### src/rtl/led_arbiter_pkg.sv
// Shared constants and state encoding for the LED bank arbiter.
package led_arbiter_pkg;

  localparam int LED_W = 8;

  typedef enum logic {
    IDLE  = 1'b0,
    OWNED = 1'b1
  } state_t;

endpackage

### src/rtl/led_heartbeat.sv
// Free-running idle-display counter; only present when LED_ARBITER_HEARTBEAT_EN is defined.
`ifdef LED_ARBITER_HEARTBEAT_EN
module led_heartbeat #(
  parameter int BITS = 23
) (
  input  logic            clk,
  input  logic            rst_n,
  output logic [BITS-1:0] count
);

  always_ff @(posedge clk or negedge rst_n) begin
    if (!rst_n) count <= '0;
    else        count <= count + BITS'(1);
  end

endmodule
`endif

### src/rtl/led_arbiter.sv
// Round-robin owner of an 8-bit LED bank with a minimum grant tenure.
// LED_ARBITER_HEARTBEAT_EN shows a heartbeat counter on the LEDs while idle; otherwise idle LEDs are dark.
module led_arbiter
  import led_arbiter_pkg::*;
#(
  parameter int N_REQ       = 4,
  parameter int HOLD_CYCLES = 25000000,
  parameter int BITS        = 23
) (
  input  logic                   clk,
  input  logic                   rst_n,
  input  logic [N_REQ-1:0]       req,
  input  logic [LED_W*N_REQ-1:0] req_data,
  output logic [N_REQ-1:0]       grant,
  output logic [LED_W-1:0]       led
);

  localparam int                IDX_W       = $clog2(N_REQ);
  localparam int                HOLD_W      = (HOLD_CYCLES > 1) ? $clog2(HOLD_CYCLES) : 1;
  localparam logic [HOLD_W-1:0] HOLD_RELOAD = HOLD_W'(HOLD_CYCLES - 1);
  localparam logic [N_REQ-1:0]  ONE_HOT0    = N_REQ'(1);

  if (N_REQ < 2 || N_REQ > 8) begin : g_bad_n_req
    $error("led_arbiter: N_REQ must be 2..8");
  end
  if (HOLD_CYCLES < 1) begin : g_bad_hold
    $error("led_arbiter: HOLD_CYCLES must be >= 1");
  end
  if (BITS < LED_W) begin : g_bad_bits
    $error("led_arbiter: BITS must be >= 8");
  end

  // First set bit of r, searching upward from start with wrap-around.
  function automatic logic [IDX_W-1:0] rr_pick(input logic [N_REQ-1:0] r,
                                               input logic [IDX_W-1:0] start);
    logic [IDX_W-1:0] pick;
    logic [IDX_W-1:0] pos;
    pick = '0;
    for (int k = N_REQ - 1; k >= 0; k--) begin
      pos = IDX_W'((int'(start) + k) % N_REQ);
      if (r[pos]) pick = pos;
    end
    return pick;
  endfunction

  function automatic logic [IDX_W-1:0] next_idx(input logic [IDX_W-1:0] idx);
    return IDX_W'((int'(idx) + 1) % N_REQ);
  endfunction

  logic [LED_W-1:0] data_arr [N_REQ];
  for (genvar i = 0; i < N_REQ; i++) begin : g_data
    assign data_arr[i] = req_data[i*LED_W +: LED_W];
  end

  logic [LED_W-1:0] idle_led;
`ifdef LED_ARBITER_HEARTBEAT_EN
  logic [BITS-1:0] hb_count;

  led_heartbeat #(.BITS(BITS)) u_heartbeat (
    .clk   (clk),
    .rst_n (rst_n),
    .count (hb_count)
  );

  assign idle_led = hb_count[BITS-1 -: LED_W];
`else
  assign idle_led = '0;
`endif

  state_t            state, state_next;
  logic [IDX_W-1:0]  owner, owner_next;
  logic [IDX_W-1:0]  rr_ptr, rr_ptr_next;
  logic [HOLD_W-1:0] hold, hold_next;
  logic [N_REQ-1:0]  grant_next;
  logic [LED_W-1:0]  led_next;

  logic [N_REQ-1:0]  others;
  logic [IDX_W-1:0]  pick_any, pick_other;

  // rr_ptr always sits at owner+1 while OWNED, so the same search start
  // yields "next requester after the owner" once the owner is masked out.
  assign others     = req & ~grant;
  assign pick_any   = rr_pick(req, rr_ptr);
  assign pick_other = rr_pick(others, rr_ptr);

  // NOTE: every next-state variable gets its hold value first so no path leaves one unassigned (no latch).
  always_comb begin
    state_next  = state;
    owner_next  = owner;
    rr_ptr_next = rr_ptr;
    hold_next   = hold;
    grant_next  = grant;
    led_next    = led;

    unique case (state)
      IDLE: begin
        if (|req) begin
          state_next  = OWNED;
          owner_next  = pick_any;
          rr_ptr_next = next_idx(pick_any);
          hold_next   = HOLD_RELOAD;
          grant_next  = ONE_HOT0 << pick_any;
          led_next    = data_arr[pick_any];
        end else begin
          led_next = idle_led;
        end
      end
      OWNED: begin
        if (hold != '0) begin
          hold_next = hold - HOLD_W'(1);
          if (req[owner]) led_next = data_arr[owner];
        end else if (|others) begin
          owner_next  = pick_other;
          rr_ptr_next = next_idx(pick_other);
          hold_next   = HOLD_RELOAD;
          grant_next  = ONE_HOT0 << pick_other;
          led_next    = data_arr[pick_other];
        end else if (req[owner]) begin
          led_next = data_arr[owner];
        end else begin
          state_next = IDLE;
          grant_next = '0;
          led_next   = idle_led;
        end
      end
      default: state_next = IDLE;
    endcase
  end

  // NOTE: registers update with non-blocking assignments so every flop samples pre-edge values.
  always_ff @(posedge clk or negedge rst_n) begin
    if (!rst_n) begin
      state  <= IDLE;
      owner  <= '0;
      rr_ptr <= '0;
      hold   <= '0;
      grant  <= '0;
      led    <= '0;
    end else begin
      state  <= state_next;
      owner  <= owner_next;
      rr_ptr <= rr_ptr_next;
      hold   <= hold_next;
      grant  <= grant_next;
      led    <= led_next;
    end
  end

endmodule

### config.mk
export PLATFORM = sky130hd
export DESIGN_NAME = led_arbiter
export DESIGN_NICKNAME = d
export VERILOG_FILES = /design/src/rtl/led_arbiter_pkg.sv /design/src/rtl/led_heartbeat.sv /design/src/rtl/led_arbiter.sv
export SDC_FILE = /design/constraint.sdc
export NUM_CORES = 1
export LEC_CHECK = 0
export ABC_AREA = 1
export BUFFER_PORTS_ARGS = -buffer_cell sky130_fd_sc_hd__buf_2
export CAP_MARGIN = 20
export CORE_ASPECT_RATIO = 1.1
export CORE_MARGIN = 2
export CORE_UTILIZATION = 45
export CTS_CLUSTER_SIZE = 28
export DETAILED_ROUTE_END_ITERATION = 10
export GPL_TIMING_DRIVEN = 0
export PLACE_DENSITY = 0.76
export SYNTH_ARGS = -nofsm -noshare
export SYNTH_HDL_FRONTEND = slang
export SYNTH_HIERARCHICAL = 1
export SYNTH_SLANG_ARGS = --single-unit
### constraint.sdc
create_clock -name clk -period 2.8 [get_ports clk]
set_clock_uncertainty 0.2 [all_clocks]
set_input_delay 0.56 -clock clk [delete_from_list [all_inputs] [get_ports clk]]
set_output_delay 0.56 -clock clk [all_outputs]
set_load 0.1 [all_outputs]
==> results of run 1 <==
-- layer usage --
layer / up-vias / global-route usage (%)
li1: 2068 / -
met1: 1771 / 31.35
met2: 147 / 39.71
met3: 9 / 3.381
met4: 0 / 8.611
met5: - / 0
-- critical path, stage by stage (launching register included) --
cell,delay (ps)
dfrtp_1,380
buf_6,140
buf_6,150
o21ai_2,200
nand2_2,90
nand3_1,80
nand4_1,90
nand2_2,230
inv_2,170
o21ai_0,280
nand2_1,180
nor2_1,130
a31oi_1,50
-- cell usage after synthesis, drive strengths merged --
library cell,count
xnor2,1
dfrtp,42
o21a,2
a32oi,2
nor2,71
nand4,6
a31oi,2
clkinv,2
nand3,43
o21bai,1
or2,5
nor4,6
o21ai,41
a22oi,1
xor2,1
buf,12
nor3,12
ha,2
inv,52
clkbuf,5
o22ai,13
mux2i,2
o31ai,1
a21oi,25
nand2,252
-- state kept, by name (all words and copies together), names as in the netlist --
name,flops
rr_ptr,2
hold,25
led,8
state,1
owner,2
grant,4
-- cell usage in the layout, fill, tap and decap left out, types with 2 or more instances in the layout --
cell and instances:
dfrtp_1 42, nand2_2 10, or2_2 5, inv_4 2, o21ai_0 35, clkinv_1 2
inv_1 44, o21a_1 2, nand2_1 237, a32oi_1 2, o21ai_2 3, buf_4 3
nor3_1 12, ha_1 2, clkbuf_1 5, mux2i_1 2, clkbuf_8 6, nand2_4 5
nor2_1 68, nand4_1 6, buf_2 51, buf_6 6, nor2_2 2, nand3_1 41
o21ai_1 3, nor4_1 6, a31oi_1 2, a21oi_1 25, inv_2 6, o22ai_1 13
-- stage by stage --
stage	util, %	std cells	hold slack [ps]	total power, uW	setup WS, ps
after CTS	52.15	767	212.8	2884	286.5
after global placement	50.94	759	281.3	2447	137.3
final	52.15	767	187.0	2875	300.0
after floorplan	-	602	64.41	2090	177.7
after global routing	52.15	767	269.2	3109	67.57
after detailed placement	50.94	759	283.1	2477	101.4
-- area by class of cell --
type	instances	area share [%]
well taps	108	3.293
inverters	54	5.061
flip-flops and latches	42	25.61
clock inverters	2	0.3049
clock buffers	6	2.012
repair buffers	49	5.976
plain buffers	17	2.988
multi-input cells	489	54.76
-- path summary, 6_finish.rpt --
path                       slack (ps)  depth (start not counted)   endpoint
setup / recovery                  300                         12  rr_ptr[1]
hold / removal                    190                          1    hold[4]
setup reg to reg                  300                         12  rr_ptr[1]
hold reg to reg                   300                          2    hold[2]
max in group asynchronous        1650                          1     led[6]
min in group clk                  300                          2    hold[2]
-- cell families (layout without fill, tap and decap cells) --
| family | count (synthesis) | after routing | synth area share, % |
|---|---|---|---|
| AOI/OAI and AO/OA | 88 | 88 | 13.52 |
| xor gates and xnor gates | 2 | 2 | 0.6898 |
| adders and majority gates | 2 | 2 | 0.6895 |
| buffers and inverters | 71 | 128 | 9.103 |
| DFF | 42 | 42 | 28.97 |
| muxes | 2 | 2 | 0.5517 |
| and+or+nand+nor | 395 | 395 | 46.48 |
-- power breakdown --
| group | internal [uW] | switching, uW |
|---|---|---|
| clock | 198 | 197 |
| combinational | 462 | 1190 |
| sequential | 733 | 97.3 |
| total | 1390 | 1480 |
==> metrics.yaml, run 1 <==
run_status:
  run_status: "finished clean"
synth:
  syn_avg_cell_area_um2: 6.027
  synthDistinctLibCells: 38
  synthTopCellsByArea: "dfrtp_1, nand2_1, nor2_1"
  ys_seq_area_share_pct: 28.97
  synth_top_area_share_pct: 28.97
  netlist_instances: 602
  yosys_warnings: 6
  syn_area_um2: 3628
  synth_area_leader_cell: "dfrtp_1"
  ys_seq_elements: 42
  syn_nets: 642
sta:
  rsz0062_at_grt: "false"
  tightestPinTransition_ps: 890.1
  slew_headroom_pct: 40.66
  max_clock_freq_mhz: 400.0
  slew_violations: 0
  period_minus_slack_ps: 2500
  setup_viol: 0
  fin_crit_sh_pct: 89.28
  tns_ps: 0
  timing_hold_violations_final: 0
final_layout:
  fill_cells: 839
  drive_above_1_share_pct: 15.93
  regArea_um2: 1051
  synthToLayoutAreaGrowth_pct: 13.10
  num_antenna_cells: 0
  multi_input_area_um2: 2247
  postLayoutCellArea_um2: 4104
  fin_nets: 698
global_routing:
  grt_start_max_net_pins: 43
  grt_pass1_vias: 3752
  grt-ovfl-total: 0
  grt_pass1_wl_um: 16950
  antenna_found_initial: 0
  grt_usage_pct: 23.96
clock_tree:
  cts.repair.resized: 0
  cts_max_level: 2
  cts_tree: "yes"
  clkSinkCount: 42
  clockBufferDepth: 2
  post-cts-setup-buffer-count: 0
  cts_root_buffer: "clkbuf_8"
  clk-insertion-delay-late_ps: 290
  cts_made_buffers: 5
  ctsHoldBuffers: 0
  clk_pin_slew_ps: 80
placed_design:
  place_area_um2: 4009
  port_buffers: 49
  dp_hpwl_um: 7804
  gp_congestion: 0.9774
floorplan:
  die_h_um: 98.18
  die_x_um: 89.62
  row_count: 34
  core-area_um2: 7870
  pin_count: 50
  die_area_um2: 8798
  start_util_pct: 46.10
routing:
  initialDrtViolationCount: 298
  dr.max_layer_used: "met4"
  drcViolationCount: 0
  totalWireLength_um: 10230
  wl_met2_um: 4928
  num_vias: 3995
  wirelength_met1_um: 4453
  first_pass_iters: 5
  wl_met3_um: 728
  wl_per_cell_um: 13.34
  routed_via_density: 5.209
  final_antenna_net_count: 0
setup_path:
  crit_path_start: "rr_ptr[0]"
  worstPathMaxFanout: 10
  cp-end-kind: "flop"
  r2r-start: "rr_ptr[0]"
  worstPathRequired_ps: 2770
  crit_arrival_ps: 2470
  startpoint_type: "flop"
  crit_type: "flop to flop"
power:
  ir_drop_mv: 0.5047
  p_per_area_nw_per_um2: 700.4
  power_leakage_uw: 0.002133
job:
  drv_cap: 0
worst_hold_path:
  hold_path.class: "primary input to async pin"
Note: power is estimated with default switching activity, not from simulation.
==> run 2: changes to the inputs <==
Settings changed: CELL_PAD_IN_SITES_DETAIL_PLACEMENT set to 1, CELL_PAD_IN_SITES_GLOBAL_PLACEMENT set to 2, CORE_UTILIZATION 45 to 31, PLACE_DENSITY 0.76 to 0.92.
==> run 2 against run 1 <==
Net effect: total power grew 10%; sequential power grew 2%; critical path depth is the same; maximum frequency shrank 1.6%; clock-buffer cell count is the same; register-to-register slack lost 40 ps; final cell count grew 5.3%; setup slack lost 40 ps; die area grew 43%; first-iteration DRC count shrank 62%; sequential share of layout area shrank 0.74 points; largest cell class unchanged; largest power group unchanged.
==> metrics.yaml, run 2 (synthesis gave the netlist of run 1 again) <==
sta:
  timing_hold_violations_final: 0  # unchanged
  slew_violations: 0  # unchanged
  max_clock_freq_mhz: 393.7  # -1.6%
  fin_crit_sh_pct: 90.72  # +1.4 points
  setup_viol: 0  # unchanged
  period_minus_slack_ps: 2540  # +40.32 ps
  tns_ps: 0  # unchanged
  slew_headroom_pct: 36.49  # -4.2 points
  timing.final.ws_setup_ps: 259.7  # -40.32 ps
  tightestPinTransition_ps: 952.6  # +62.48 ps
  rsz0062_at_grt: "false"
setup_path:
  startpoint_type: "flop"
  crit_type: "flop to flop"
  path_cells: "buf_6, buf_6, o21ai_2, nand2_2, nand3_1, nand4_1, nand2_2, inv_2, o21ai_0, nand2_1, nor2_1, a31oi_1"
  cp-end-kind: "flop"
  crit_arrival_ps: 2500  # +30 ps
  worstPathRequired_ps: 2760  # about the same
  worstPathMaxFanout: 10  # unchanged
  cp_slowest_cell: "dfrtp_1"
  max_stage_delay_ps: 370  # about the same
power:
  p_per_area_nw_per_um2: 751.4  # +7.3%
  clkPwrFrac_pct: 20.5  # +6.7 points
  power_leakage_uw: 0.002162  # +1.3%
  p_comb_share_pct: 52.8  # -4.5 points
  p_switching_uw: 1559  # +5.2%
  total_power_uw: 3176  # +10%
  p_int_uw: 1617  # +16%
  ir_drop_mv: 0.4194  # -17%
  p_sw_share_pct: 49.08  # -2.4 points
  seqPwrFrac_pct: 26.7  # -2.2 points
routing:
  wl_per_cell_um: 15.19  # +14%
  final_antenna_net_count: 0  # unchanged
  initialDrtViolationCount: 112  # -62%
  totalWireLength_um: 12280  # +20%
  routed_via_density: 5.074  # -2.6%
  num_vias: 4100  # +2.6%
  drcViolationCount: 0  # unchanged
  first_pass_iters: 4  # -1
floorplan:
  die_area_um2: 12590  # +43%
  start_util_pct: 31.72  # -14 points
  die_h_um: 117.5  # +20%
  pin_count: 50  # unchanged
  core-area_um2: 11440  # +45%
  row_count: 41  # +21%
  die_x_um: 107.2  # +20%
global_routing:
  grt_pass1_wl_um: 20980  # +24%
  grt_start_max_net_pins: 43  # unchanged
  grt-ovfl-total: 0  # unchanged
  grt_usage_pct: 20.32  # -3.6 points
  antenna_found_initial: 0  # unchanged
  grt_pass1_vias: 4350  # +16%
run_status:
  run_status: "finished clean"
clock_tree:
  cts_root_buffer: "clkbuf_16"
  cts_made_buffers: 5  # unchanged
  clockBufferDepth: 2  # unchanged
  clk_pin_slew_ps: 60  # -20 ps
  cts_max_level: 2  # unchanged
  clkSinkCount: 42  # unchanged
  clk-insertion-delay-late_ps: 280  # about the same
  cts_tree: "yes"
placed_design:
  gp_congestion: 0.9236  # -5.5%
  place_area_um2: 4061  # +1.3%
  port_buffers: 49  # unchanged
  dp_hpwl_um: 9541  # +22%
  dp_slack_ps: 39.09  # -62.35 ps
final_layout:
  top_regs: "hold: 25 flops, led: 8 flops, grant: 4 flops"
  postLayoutCoreUtil_pct: 36.95  # -15 points
  top_register: "hold"
  layout_commonest_cell: "nand2_1"
  drive_above_1_share_pct: 15.96  # +0.024 points
  fin_nets: 697  # -0.14%
  num_antenna_cells: 0  # unchanged
  postLayoutCellArea_um2: 4227  # +3.0%
  synthToLayoutAreaGrowth_pct: 16.48
  largest_register_ffs: 25  # unchanged
  layout_common_cells: "nand2_1, nor2_1, buf_2"
job:
  drv_cap: 0  # unchanged
worst_hold_path:
  hold_path.class: "primary input to async pin"
run 2: changes by cell type in the layout (fill, tap and decap cells not counted), sizes merged:
cell,previous run,this run
clkbuf,11,10
bufinv,0,1
clkinv,3,2
run 2: final cells by class:
class | instances | area [um2]
plain buffers | 16 | 118.9
clock buffers | 6 | 128.9
clock inverters | 2 | 37.54
fillers | 1549 | 7213
inverters | 54 | 207.7
multi-input cells | 489 | 2250
flip-flops and latches | 42 | 1051
well taps | 150 | 187.7
repair buffers | 49 | 245.2
run 2: per-stage QoR:
step / instances / hold slack [ps]
global route: 808 / 307.1
CTS: 809 / 254.3
global placement: 801 / 281.1
finish: 808 / 228.6
detailed placement: 801 / 296.3
floorplan: 602 / 64.41
run 2: power groups by stage:
| stage | combinational (uW) | clock [uW] | sequential [uW] |
|---|---|---|---|
| finish | 1680 | 650 | 849 |
| global route | 1870 | 693 | 869 |
| floorplan | 950 | 0 | 1140 |
| detailed placement | 1690 | 0 | 854 |
| CTS | 1700 | 671 | 844 |
| global placement | 1650 | 0 | 844 |
run 2: worst paths after layout:
kind,endpoint,from,slack (ps),depth (start not counted)
max,rr_ptr[1],rr_ptr[0],260,12
min,hold[2],rst_n,230,1
max reg2reg,rr_ptr[1],rr_ptr[0],260,12
min reg2reg,hold[9],hold[9],310,1
max in group asynchronous,led[1],rst_n,1590,1
min in group clk,hold[9],hold[9],310,1
run 2: worst max-delay path, delay by kind of cell (launching register included):
kind	cells	cell delay, ps
AO/OA/AOI/OAI	3	540
buffers and inverters	3	470
AND/OR/NAND/NOR	6	830
flip-flops	1	370
run 2: per-layer routing:
layer,global-route usage (%),share of wire [%],up-vias
met4,5.032,1.4,0
met1,25.60,45,1961
met3,1.661,3.3,17
li1,-,-,2051
met5,0,0,-
met2,36.99,50,71
run 2: timing repair:
| item | CTS | global route |
|---|---|---|
| gates resized for setup | 0 | 1 |
| hold buffers | 0 | 0 |
| setup buffers | 0 | 0 |
| setup endpoints to repair | 0 | 8 |
==> run 3: changes to the inputs <==
--- a/config.mk
+++ b/config.mk
@@ -14,4 +14,5 @@
 export CORE_MARGIN = 2
 export CORE_UTILIZATION = 31
+export CTS_CLUSTER_DIAMETER = 100
 export CTS_CLUSTER_SIZE = 28
 export DETAILED_ROUTE_END_ITERATION = 10
==> constraint.sdc (replaced) <==
create_clock -name clk -period 2.8 [get_ports clk]
set_clock_uncertainty 0.2 [all_clocks]
set_input_delay 0.28 -clock clk [delete_from_list [all_inputs] [get_ports clk]]
set_output_delay 0.28 -clock clk [all_outputs]
set_load 0.1 [all_outputs]
==> run 3 against run 2 <==
Net effect: global-route usage stayed put; die area stayed put; critical endpoint is now led[6]; sequential share of layout area is 0.059 points lower; critical path type unchanged.
==> metrics.yaml, run 3 (synthesis gave the netlist of run 1 again) <==
global_routing:
  grt_pass1_vias: 4350  # unchanged
  grt_start_max_net_pins: 43  # unchanged
  grt_usage_pct: 20.32  # unchanged
  grt_pass1_wl_um: 20980  # unchanged
  antenna_found_initial: 0  # unchanged
  grt-ovfl-total: 0  # unchanged
power:
  p_per_area_nw_per_um2: 749.8  # -0.21%
  ir_drop_mv: 0.4194  # about the same
  power_leakage_uw: 0.002166  # +0.19%
  total_power_uw: 3177  # about the same
routing:
  final_antenna_net_count: 0  # unchanged
  wl_per_cell_um: 15.18  # about the same
  wl_met3_um: 350  # -13%
  first_pass_iters: 6  # +2
  initialDrtViolationCount: 119  # +6.3%
  wirelength_met1_um: 5550  # +0.67%
  routed_via_density: 5.082  # +0.14%
  totalWireLength_um: 12280  # about the same
  num_vias: 4111  # +0.27%
  drcViolationCount: 0  # unchanged
  wl_met2_um: 6233  # +0.82%
  dr.max_layer_used: "met4"
clock_tree:
  cts_max_level: 2  # unchanged
  post-cts-setup-buffer-count: 0  # unchanged
  cts_tree: "yes"
  clockBufferDepth: 2  # unchanged
  clk-insertion-delay-late_ps: 280  # about the same
  clk_pin_slew_ps: 60  # about the same
  clkSinkCount: 42  # unchanged
  cts_made_buffers: 5  # unchanged
  cts_root_buffer: "clkbuf_16"
sta:
  slew_violations: 0  # unchanged
  tns_ps: 0  # unchanged
  max_clock_freq_mhz: 395.6  # +0.50%
  tightestPinTransition_ps: 958.9  # +6.301 ps
  rsz0062_at_grt: "false"
  period_minus_slack_ps: 2528  # -12.60 ps
  fin_crit_sh_pct: 90.27  # -0.45 points
  slew_headroom_pct: 36.07  # -0.42 points
  timing_hold_violations_final: 0  # unchanged
  setup_viol: 0  # unchanged
setup_path:
  cp_slowest_cell: "clkbuf_1"
  crit_arrival_ps: 2530  # +30 ps
  timing.critical_path.buf_inv: 2  # -1
  worst_path_dominant_cell_family: "buffers and inverters"
  crit_type: "flop to flop"
  worstPathRequired_ps: 2810  # +50 ps
  startpoint_type: "flop"
  path_cells: "clkbuf_1, clkbuf_1, o21ai_0, o22ai_1, nand2_1, nand2_1, a21oi_1, a21oi_1"
  cp-end-kind: "flop"
  worstPathMaxFanout: 10  # unchanged
  max_stage_delay_ps: 570  # +200 ps
final_layout:
  fin_nets: 698  # +0.14%
  num_antenna_cells: 0  # unchanged
  layout_commonest_cell: "nand2_1"
  synthToLayoutAreaGrowth_pct: 16.76
  top_regs: "hold: 25 flops, led: 8 flops, grant: 4 flops"
  top_register: "hold"
  layout_common_cells: "nand2_1, nor2_1, buf_2"
  largest_register_ffs: 25  # unchanged
  drive_above_1_share_pct: 15.93  # -0.024 points
floorplan:
  die_area_um2: 12590  # unchanged
  start_util_pct: 31.72  # unchanged
  die_x_um: 107.2  # unchanged
  core-area_um2: 11440  # unchanged
  pin_count: 50  # unchanged
  die_h_um: 117.5  # unchanged
  row_count: 41  # unchanged
job:
  drv_cap: 0  # unchanged
run_status:
  run_status: "finished clean"
worst_hold_path:
  hold_path.class: "primary input to flop"
placed_design:
  port_buffers: 49  # unchanged
  dp_hpwl_um: 9541  # unchanged
  gp_congestion: 0.9236  # unchanged
==> run 3: stage by stage <==
| step | setup WS, ps | instances | cell area (um2) | utilization (%) | hold slack [ps] |
|---|---|---|---|---|---|
| final | 272.3 | 809 | 4237 | 37.03 | 222.3 |
| after global routing | 59.75 | 809 | 4237 | 37.03 | 307.6 |
| after CTS | 53.77 | 810 | 4238 | 37.04 | 222.9 |
| after detailed placement | 93.22 | 801 | 4061 | 35.50 | 279.0 |
| after global placement | 139.7 | 801 | 4061 | 35.50 | 272.7 |
| after floorplan | 177.7 | 602 | 3628 | - | -215.6 |
==> run 3: area by class of cell <==
class                           instances  area (um2)
Clock inverter                          2       37.54
Clock buffer                            6       128.9
Fill cell                            1549        7203
Buffer                                 16       118.9
Tap cell                              150       187.7
Inverter                               54       207.7
Multi-Input combinational cell        489        2250
Sequential cell                        42        1051
Timing Repair Buffer                   50       255.2
==> run 3: metal layers <==
| layer | GRT usage (%) | vias up |
|---|---|---|
| met5 | 0 | - |
| met2 | 36.99 | 72 |
| met3 | 1.661 | 15 |
| li1 | - | 2052 |
| met4 | 5.032 | 0 |
| met1 | 25.60 | 1972 |
==> run 3: tightest hold or removal path: cells and delay by family <==
kind / cells / cell delay, ps
and+or+nand+nor: 3 / 210
buffers and inverters: 2 / 180
==> run 3: timing repair <==
item / 4_1_cts / 5_1_grt
hold endpoints to repair: 42 / 0
resized for setup: 0 / 1
hold buffers: 1 / 0
endpoints found under the setup margin: 0 / 8
==> run 3: worst paths after layout <==
path / start / end / slack (ps) / cells past startpoint
max: owner[0] / led[6] / 270 / 8
min: req[0] / state / 220 / 5
max reg2reg: owner[0] / led[6] / 270 / 8
min reg2reg: hold[9] / hold[9] / 310 / 1
max in group asynchronous: rst_n / grant[1] / 1330 / 2
min in group asynchronous: rst_n / hold[2] / 490 / 2
==> run 3: power by group <==
part	total, uW	internal (uW)	switching (uW)
sequential	850	735	115
clock	651	421	230
combinational	1680	463	1210
total	3180	1620	1560
